### src/rtl/four_bit_1x2_demux_reg_pkg.sv
// Shared constants and pointer encoding for the registered 1-to-2 demux.
package four_bit_1x2_demux_reg_pkg;

  localparam int WIDTH_DEF     = 4;
  localparam int CNT_WIDTH_DEF = 8;
  localparam int NUM_LANES     = 2;

  localparam logic LANE_0 = 1'b0;
  localparam logic LANE_1 = 1'b1;

  typedef enum logic {
    EXPECT_0 = 1'b0,
    EXPECT_1 = 1'b1
  } ptr_state_e;

  function automatic ptr_state_e ptr_flip(input ptr_state_e s);
    return (s == EXPECT_0) ? EXPECT_1 : EXPECT_0;
  endfunction

endpackage

### src/rtl/four_bit_1x2_demux_reg_lane.sv
// One output lane: held word, valid flag and wrap-around accept counter.
module demux_lane_reg
  import four_bit_1x2_demux_reg_pkg::*;
#(
  parameter int WIDTH     = WIDTH_DEF,
  parameter int CNT_WIDTH = CNT_WIDTH_DEF
) (
  input  logic                 clk,
  input  logic                 rst_n,
  input  logic                 load,
  input  logic                 ack,
  input  logic [WIDTH-1:0]     d,
  output logic [WIDTH-1:0]     q,
  output logic                 valid,
  output logic [CNT_WIDTH-1:0] count
);

  // A load wins over a same-cycle ack, so a lane can stream one word per cycle.
  always_ff @(posedge clk) begin
    if (!rst_n) begin
      q     <= '0;
      valid <= 1'b0;
      count <= '0;
    end else if (load) begin
      q     <= d;
      valid <= 1'b1;
      count <= count + 1'b1;
    end else if (ack) begin
      valid <= 1'b0;
    end
  end

endmodule

### src/rtl/four_bit_1x2_demux_reg.sv
// Registered 1-to-2 demux: steers each accepted word into a held lane register,
// chosen by Select or by an alternating pointer that de-interleaves a stream.
module four_bit_1x2_demux_reg
  import four_bit_1x2_demux_reg_pkg::*;
#(
  parameter int WIDTH     = WIDTH_DEF,
  parameter int CNT_WIDTH = CNT_WIDTH_DEF
) (
  input  logic                 clk,
  input  logic                 rst_n,
  input  logic [WIDTH-1:0]     In,
  input  logic                 In_valid,
  output logic                 In_ready,
  input  logic                 Select,
  input  logic                 Mode,
  input  logic                 Sync,
  output logic [WIDTH-1:0]     Out_0,
  output logic                 Out_0_valid,
  input  logic                 Out_0_ack,
  output logic [WIDTH-1:0]     Out_1,
  output logic                 Out_1_valid,
  input  logic                 Out_1_ack,
  output logic [CNT_WIDTH-1:0] Count_0,
  output logic [CNT_WIDTH-1:0] Count_1
);

  ptr_state_e ptr_q, ptr_d;
  logic       target;
  logic       accept;

  logic [NUM_LANES-1:0]                ack;
  logic [NUM_LANES-1:0]                load;
  logic [NUM_LANES-1:0]                valid;
  logic [NUM_LANES-1:0][WIDTH-1:0]     q;
  logic [NUM_LANES-1:0][CNT_WIDTH-1:0] count;

  assign ack      = {Out_1_ack, Out_0_ack};
  assign target   = Mode ? logic'(ptr_q) : Select;
  // Readiness only looks at the target lane; the other lane never stalls input.
  assign In_ready = !valid[target] || ack[target];
  assign accept   = In_valid && In_ready;

  for (genvar g = 0; g < NUM_LANES; g++) begin : g_lane
    assign load[g] = accept && (target == 1'(g));

    demux_lane_reg #(
      .WIDTH     (WIDTH),
      .CNT_WIDTH (CNT_WIDTH)
    ) u_lane (
      .clk   (clk),
      .rst_n (rst_n),
      .load  (load[g]),
      .ack   (ack[g]),
      .d     (In),
      .q     (q[g]),
      .valid (valid[g]),
      .count (count[g])
    );
  end

  assign Out_0       = q[LANE_0];
  assign Out_1       = q[LANE_1];
  assign Out_0_valid = valid[LANE_0];
  assign Out_1_valid = valid[LANE_1];
  assign Count_0     = count[LANE_0];
  assign Count_1     = count[LANE_1];

  always_ff @(posedge clk) begin
    if (!rst_n) ptr_q <= EXPECT_0;
    else        ptr_q <= ptr_d;
  end

  // Sync beats the toggle; the word accepted alongside Sync already used the old pointer.
  always_comb begin
    ptr_d = ptr_q;
    if (Sync)                ptr_d = EXPECT_0;
    else if (Mode && accept) ptr_d = ptr_flip(ptr_q);
  end

endmodule

### config.mk
export PLATFORM = sky130hd
export DESIGN_NAME = four_bit_1x2_demux_reg
export DESIGN_NICKNAME = d
export VERILOG_FILES = /design/src/rtl/four_bit_1x2_demux_reg_pkg.sv /design/src/rtl/four_bit_1x2_demux_reg_lane.sv /design/src/rtl/four_bit_1x2_demux_reg.sv
export SDC_FILE = /design/constraint.sdc
export NUM_CORES = 1
export LEC_CHECK = 0
export CORE_ASPECT_RATIO = 1.1
export CORE_MARGIN = 2
export CORE_UTILIZATION = 38
export CTS_CLUSTER_SIZE = 30
export DETAILED_ROUTE_END_ITERATION = 16
export GPL_ROUTABILITY_DRIVEN = 0
export PLACE_DENSITY = 0.69
export SYNTH_ARGS = -nofsm -noshare
export SYNTH_HDL_FRONTEND = slang
export SYNTH_SLANG_ARGS = --single-unit
### constraint.sdc
create_clock -name clk -period 2.2 [get_ports clk]
set_clock_uncertainty 0.15 [all_clocks]
set_input_delay 0.33 -clock clk [delete_from_list [all_inputs] [get_ports clk]]
set_output_delay 0.33 -clock clk [all_outputs]
set_load 0.005 [all_outputs]
==> results of run 1 <==
## what timing repair did
action | in CTS | in global routing
setup endpoints to repair | 1 | 0
resized for setup | 2 | 0
buffers inserted | 0 | 0
## synthesized netlist by cell type
cell | n | area share (%)
dfxtp_1 | 27 | 47
nor2_1 | 18 | 5.8
mux2i_1 | 11 | 9.5
nand2_1 | 10 | 3.2
a21oi_1 | 8 | 3.5
nand3_1 | 5 | 2.2
or4_1 | 5 | 3.2
o31ai_1 | 4 | 2.6
xor2_1 | 4 | 3.0
nand2b_1 | 3 | 1.6
nand4_1 | 3 | 1.6
nor4_1 | 3 | 1.6
buf_2 | 2 | 0.86
clkbuf_1 | 2 | 0.65
ha_1 | 2 | 2.2
inv_1 | 2 | 0.65
o21ai_0 | 2 | 0.86
xnor2_1 | 2 | 1.5
a211oi_1 | 1 | 0.65
and3_1 | 1 | 0.54
and4_1 | 1 | 0.76
clkinv_1 | 1 | 0.32
mux2_1 | 1 | 0.97
mux2i_2 | 1 | 1.2
nand3_2 | 1 | 0.86
nor2b_1 | 1 | 0.54
nor3_1 | 1 | 0.43
o211ai_1 | 1 | 0.65
o21bai_1 | 1 | 0.65
or3_1 | 1 | 0.54
or3b_2 | 1 | 0.76
## worst max-delay path: stages
cell and delay, ns:
clkdlybuf4s50_1 0.49, mux2_2 0.36, nor2_1 0.09, a21oi_1 0.04, dlygate4sd2_1 0.27
## through the flow
stage               power, uW  worst slack [ns]  util (%)  instance area [sq um]  cells
global placement        663.4          -0.08737     55.75                   1655    206
finish                  867.6            0.1336     56.64                   1682    210
floorplan               581.7            0.6032         -                   1160    126
global route            918.3           0.02586     56.64                   1682    210
detailed placement      667.9          -0.09990     55.75                   1655    206
CTS                     882.8            0.1329     56.64                   1682    210
## where the power goes
| part | internal (uW) | leakage (uW) | switching (uW) | total (uW) |
|---|---|---|---|---|
| Combinational | 81.9 | 0.000417 | 55.7 | 138 |
| Clock | 68.0 | 0.0000177 | 143 | 211 |
| Sequential | 505 | 0.000219 | 13.6 | 519 |
## area by class of cell
type                            count  area (sq um)  area share (%)
Multi-Input combinational cell     92         590.6           35.12
Clock buffer                        3         22.52           1.339
Inverter                            3         11.26          0.6696
Tap cell                           34         42.54           2.530
Clock inverter                      1         5.005          0.2976
Sequential cell                    27         540.5           32.14
Timing Repair Buffer               50         469.2           27.90
## layer usage
| metal | track usage [%] | up-vias | share of wire [%] |
|---|---|---|---|
| li1 | - | 551 | - |
| met1 | 19.75 | 503 | 43 |
| met2 | 29.73 | 36 | 50 |
| met3 | 2.692 | 2 | 6.4 |
| met4 | 7.143 | 0 | 0.71 |
| met5 | 0 | - | 0 |
## cell families after synthesis
group	count (synthesis)	share of synthesized area, %
simple gates	54	23.73
flops	27	46.60
compound gates	17	8.847
mux	13	11.65
buf+inv	7	2.481
xor+xnor	6	4.531
fa+ha+maj	2	2.157
## state kept, by name (all words and copies together), names as in the netlist
signal	cells
ptr_q	1
g_lane.u_lane.valid	2
g_lane.u_lane.count	16
g_lane.u_lane.q	8
## worst paths after layout
kind | endpoint | slack [ns] | cells past startpoint
worst max-delay path | In_ready | 0.13 | 5
worst min-delay path | g_lane[1].u_lane.count[7]$_SDFFE_PN0P_ | 0.34 | 2
worst max register to register | g_lane[1].u_lane.count[7]$_SDFFE_PN0P_ | 0.41 | 5
worst min register to register | g_lane[1].u_lane.count[7]$_SDFFE_PN0P_ | 0.34 | 2
==> run_results.csv, run 1 <==
group,metric,value,unit
outcome,status,"finished, final reports clean",
detailed_routing,ant_nets,0,
clocking,htreeDepth,1,
timing,min_period,2.066,ns
clocking,cts_tree,"yes",
timing,clock.fmax,0.4839,GHz
floorplan,fp.dieW,56.68,microns
power,power_density,515.9,mW/mm^2
critical_path,critPathLaunch,"Mode",
grt,antenna_found_initial,0,
flow_run,max_cap_viol_count,0,
clocking,cts_buffer_depth,2,
critical_path,reg2reg_from,"ptr_q$_SDFFE_PP0P_",
placement,portBuffers,38,
logic_synthesis,yosys_warnings,0,
detailed_routing,drt_wl_total,2.661,mm
clocking,numCtsBuffers,3,
placement,dp_hpwl,2.033,mm
grt,grt_pass1_vias,1077,
finish,final_cell_mix,"clkdlybuf4s50_1 (37), dfxtp_1 (27), nor2_1 (18)",
clocking,clk_latency,0.32,ns
detailed_routing,vias,1092,
logic_synthesis,ys_seq_area_share,46.60,%
floorplan,io_pins,39,
timing,tightest_slew,0.3227,ns
finish,area_growth,44.98,%
timing,finalSetupViolCount,0,
logic_synthesis,syn_nets,140,
detailed_routing,drt_iter0_markers,42,
detailed_routing,drt-pass1-iter-count,4,
logic_synthesis,synth_seq_cells,27,
critical_path,cp-end-kind,"output port",
timing,period_share,93.93,%
timing,rsz0062_at_grt,"false",
logic_synthesis,syn-mean-instance-area,9.205,sq um
grt,grt_overflow_total,0,
logic_synthesis,synth_cell_type_count,31,
critical_path,path_class,"input port to output port",
logic_synthesis,syn_inst,126,
floorplan,core-area,0.002969,sq mm
logic_synthesis,synth_area,0.001160,sq mm
power,ir_drop,341.1,uV
finish,layout_commonest_cell,"clkdlybuf4s50_1",
floorplan,num_rows,21,
finish,layout-drive-gt1-share,11.36,%
critical_path,cp-start-kind,"input port",
clocking,clkTransAtPathRegs,0.13,ns
power,leakagePower,0.0006542,uW
grt,grt_usage,16.47,%
floorplan,die_h,61.95,microns
detailed_routing,wire_per_inst,12.67,microns
detailed_routing,drc,0,
finish,fillers,284,
finish,diodes,0,
floorplan,start_util,39.06,%
detailed_routing,viasPerCell,5.200,
clocking,clock-sinks,27,
timing,whs,0.3389,ns
clocking,cts-root-buf,"clkbuf_4",
critical_path,cp.arrival,1.59,ns
grt,grt_pass1_wl,4.540,mm
timing,slew_violations,0,
finish,nets,191,
critical_path,required,1.72,ns
critical_path,path_max_fanout,3,
min_path,hold_path.class,"register to register",
min_path,min_from,"g_lane[1].u_lane.count[7]$_SDFFE_PN0P_",
grt,grt_max_degree,23,
floorplan,dieArea,0.003511,sq mm
clocking,cts_hold_buf,0,
timing,maxSlewHeadroom,78.29,%
timing,finalSetupTns,0,ns
timing,hold_viol,0,
(Power assumes the default switching activity.)
==> run 2, diff against run 1 <==
--- a/config.mk
+++ b/config.mk
@@ -5,6 +5,7 @@
 export SDC_FILE = /design/constraint.sdc
 export NUM_CORES = 1
 export LEC_CHECK = 0
+export CAP_MARGIN = 15
 export CORE_ASPECT_RATIO = 1.1
 export CORE_MARGIN = 2
 export CORE_UTILIZATION = 38
==> results of run 2 <==
The final DEF is identical to that of run 1; final timing and power are the same.
==> run 3, diff against run 2 <==
--- a/config.mk
+++ b/config.mk
@@ -12,7 +12,9 @@
 export CTS_CLUSTER_SIZE = 30
 export DETAILED_ROUTE_END_ITERATION = 16
 export GPL_ROUTABILITY_DRIVEN = 0
-export PLACE_DENSITY = 0.69
+export HOLD_SLACK_MARGIN = 0.03
+export PLACE_DENSITY = 0.68
 export SYNTH_ARGS = -nofsm -noshare
 export SYNTH_HDL_FRONTEND = slang
+export SYNTH_HIERARCHICAL = 1
 export SYNTH_SLANG_ARGS = --single-unit
==> run 3 against run 2 <==
Effect of this change:
- via count down 13%
- hold slack worse by 0.012 ns
- register-to-register slack worse by 0.02 ns
- critical endpoint is now g_lane[1].u_lane/count[5]$_SDFFE_PN0P_
==> run_results.csv, run 3 <==
group,metric,value,unit
placement,dp_hpwl,1.822,mm
clocking,cts-root-buf,"clkbuf_4",
logic_synthesis,syn_nets,132,
outcome,status,"finished, final reports clean",
timing,period_share,86.64,%
finish,nets,175,
timing,tightest_slew,0.3483,ns
power,power_frac_seq,61.2,%
detailed_routing,drt_wl_total,2.424,mm
timing,slew_violations,0,
placement,placed_area,0.001605,sq mm
timing,hold_viol,0,
logic_synthesis,synth_seq_cells,27,
detailed_routing,top_layer,"met4",
finish,multi_input_area,608.1,sq um
logic_synthesis,synth_area,0.001182,sq mm
finish,area_growth,38.41,%
clocking,cts_hold_buf,0,
floorplan,start_util,39.47,%
finish,fillers,281,
power,power_frac_clock,24.3,%
critical_path,critical_path_buf_inv_count,1,
clocking,cts_setup_buffers,0,
finish,seq_area,540.5,sq um
critical_path,cpLargestDelayFamily,"simple AND/OR/NAND/NOR gates",
clocking,clock-sinks,27,
critical_path,path_class,"input port to register",
critical_path,cp.arrival,2.01,ns
clocking,cts_tree,"yes",
power,power.share.switching,22.68,%
detailed_routing,met2WireLength,1.256,mm
detailed_routing,drc,0,
finish,layout_commonest_cell,"clkdlybuf4s50_1",
logic_synthesis,syn_inst,118,
critical_path,max_stage_delay,0.47,ns
clocking,clk_latency,0.31,ns
grt,antenna_found_initial,0,
power,power_switching,191.7,uW
finish,largest_reg_flops,16,
floorplan,core-area,0.002995,sq mm
floorplan,num_rows,21,
grt,grt_usage,13.80,%
detailed_routing,drt_iter0_markers,9,
finish,diodes,0,
critical_path,cp-start-kind,"input port",
detailed_routing,drt-pass1-iter-count,4,
power,power_density,516.3,mW/mm^2
critical_path,cp-end-kind,"register",
clocking,cts_buffer_depth,2,
min_path,hold_path.class,"register to register",
finish,final_cell_mix,"clkdlybuf4s50_1 (36), dfxtp_1 (27), nor2b_1 (13), mux2i_1 (13), and2_1 (8)",
logic_synthesis,synth_top_cell_by_area,"dfxtp_1",
finish,largest-register,"g_lane.u_lane/count",
placement,portBuffers,38,
critical_path,cpMaxStageDelayCell,"clkdlybuf4s50_1",
timing,finalSetupViolCount,0,
clocking,htreeDepth,1,
critical_path,cp.depth,6,
logic_synthesis,ys_seq_area_share,45.71,%
timing,rsz0062_at_grt,"false",
critical_path,worstPathCellList,"clkdlybuf4s50_1 -> mux2i_2 -> nor3b_1 -> nand4_1 -> or3_1 -> a21boi_1",
logic_synthesis,synth_ff_type,"dfxtp_1",
detailed_routing,vias,946,
logic_synthesis,netlist.area_leader.share,45.71,%
grt,grt_overflow_total,0,
timing,clock.fmax,0.5247,GHz
finish,final_core_util,54.64,%
logic_synthesis,async_flop_share,0,%
floorplan,dieArea,0.003574,sq mm
logic_synthesis,synth-edff-count,0,
critical_path,path_max_fanout,4,
finish,reg_top3,"g_lane.u_lane/count: 16 flops, g_lane.u_lane/q: 8 flops, g_lane.u_lane/valid: 2 flops",
critical_path,required,2.31,ns
clocking,numCtsBuffers,3,
flow_run,max_cap_viol_count,0,
power,p_int,653.3,uW
grt,grt_pass1_wl,3.974,mm
finish,layout-drive-gt1-share,6.250,%
floorplan,die_h,62.51,microns
logic_synthesis,synth_cell_type_count,23,
finish,fin_area,0.001637,sq mm
grt,grt_pass1_vias,887,
timing,fin_ws,0.2940,ns
detailed_routing,viasPerCell,4.876,
power,ir_drop,438.8,uV
grt,grt_max_degree,30,
logic_synthesis,yosys_warnings,6,
floorplan,fp.dieW,57.19,microns
placement,pre_cts_ws,-0.1492,ns
clocking,clkTransAtPathRegs,0.14,ns
timing,maxSlewHeadroom,76.73,%
detailed_routing,route.met3.wl,138,microns
detailed_routing,drt-met1-wl,1.009,mm
detailed_routing,ant_nets,0,
timing,min_period,1.906,ns
logic_synthesis,syn-mean-instance-area,10.02,sq um
power,leakagePower,0.0005852,uW
logic_synthesis,synth.area.top_cells,"dfxtp_1 (46%), mux2i_1 (12%), nor2b_1 (6.9%)",
floorplan,io_pins,39,
detailed_routing,wire_per_inst,12.49,microns
min_path,hold_depth,2,
critical_path,worst_r2r_path_depth,5,
logic_synthesis,synth_common_cells,"dfxtp_1 (27), mux2i_1 (14), nor2b_1 (13)",
logic_synthesis,synth_most_common_cell,"dfxtp_1",
power,p_comb_share,14.5,%
-- run 3: changes by cell type after synthesis, sizes merged, moves of 3 or more --
cell    before  now
or4          5    0
o31ai        4    0
nor4         3    0
or3          1    5
a21oi        8    1
a21boi       0    4
o21ai        2    5
nor2b        1   14
xnor2        2    6
nand2       10    7
and2         0    8
nor2        18    0
-- run 3: path summary, 6_finish.rpt --
check | startpoint | slack, ns | to
setup / recovery | Select | 0.29 | g_lane[1].u_lane/count[5]$_SDFFE_PN0P_
hold / removal | g_lane[1].u_lane/count[7]$_SDFFE_PN0P_ | 0.33 | g_lane[1].u_lane/count[7]$_SDFFE_PN0P_
setup reg to reg | ptr_q$_SDFFE_PP0P_ | 0.39 | g_lane[1].u_lane/count[5]$_SDFFE_PN0P_
hold reg to reg | g_lane[1].u_lane/count[7]$_SDFFE_PN0P_ | 0.33 | g_lane[1].u_lane/count[7]$_SDFFE_PN0P_
-- run 3: kinds of logic after synthesis --
group | after synthesis | synth area share (%)
xor+xnor | 8 | 5.926
flops | 27 | 45.71
fa+ha+maj | 2 | 2.116
mux | 14 | 11.85
compound gates | 12 | 6.348
buf+inv | 6 | 3.175
simple gates | 49 | 24.87
-- run 3: layout make-up --
type	count	share of cell area, %
well taps	34	2.599
multi-input cells	85	37.16
flip-flops and latches	27	33.03
inverters	2	0.4587
clock buffers	4	1.606
repair buffers	42	25.15
-- run 3: repair_timing --
action,4_1_cts,5_1_grt
gates resized for setup,2,1
hold endpoints to repair,0,0
endpoints found under the setup margin,1,1
cloned,0,0
-- run 3: routing by layer --
layer,global-route usage [%],up-vias
met5,0,-
met4,2.616,0
met3,5.383,2
met2,23.42,18
met1,16.47,437
li1,-,489
-- run 3: power by group through the flow --
| stage | registers [uW] | clock network, uW | logic [uW] |
|---|---|---|---|
| final | 517 | 205 | 122 |
| after global routing | 520 | 236 | 135 |
| after CTS | 518 | 217 | 125 |
| after detailed placement | 528 | 0 | 124 |
| after global placement | 527 | 0 | 122 |
| after floorplan | 528 | 0 | 56.3 |
-- run 3: metrics by stage --
stage          TNS (ns)  hold WS, ns  std cells  power [uW]
2_1_floorplan         0       0.3077        118       584.0
3_3_place_gp    -0.7021       0.2997        190       649.3
3_5_place_dp    -0.8131       0.3131        190       651.7
4_1_cts               0       0.3324        194       860.0
5_1_grt               0       0.3550        194       890.8
6_report              0       0.3273        194       845.0
-- run 3: worst register-to-register path, stage by stage (launching register included) --
cell and delay (ns):
dfxtp_1 0.38, mux2i_2 0.10, nor3b_1 0.35, nand4_1 0.26, or3_1 0.37, a21boi_1 0.14
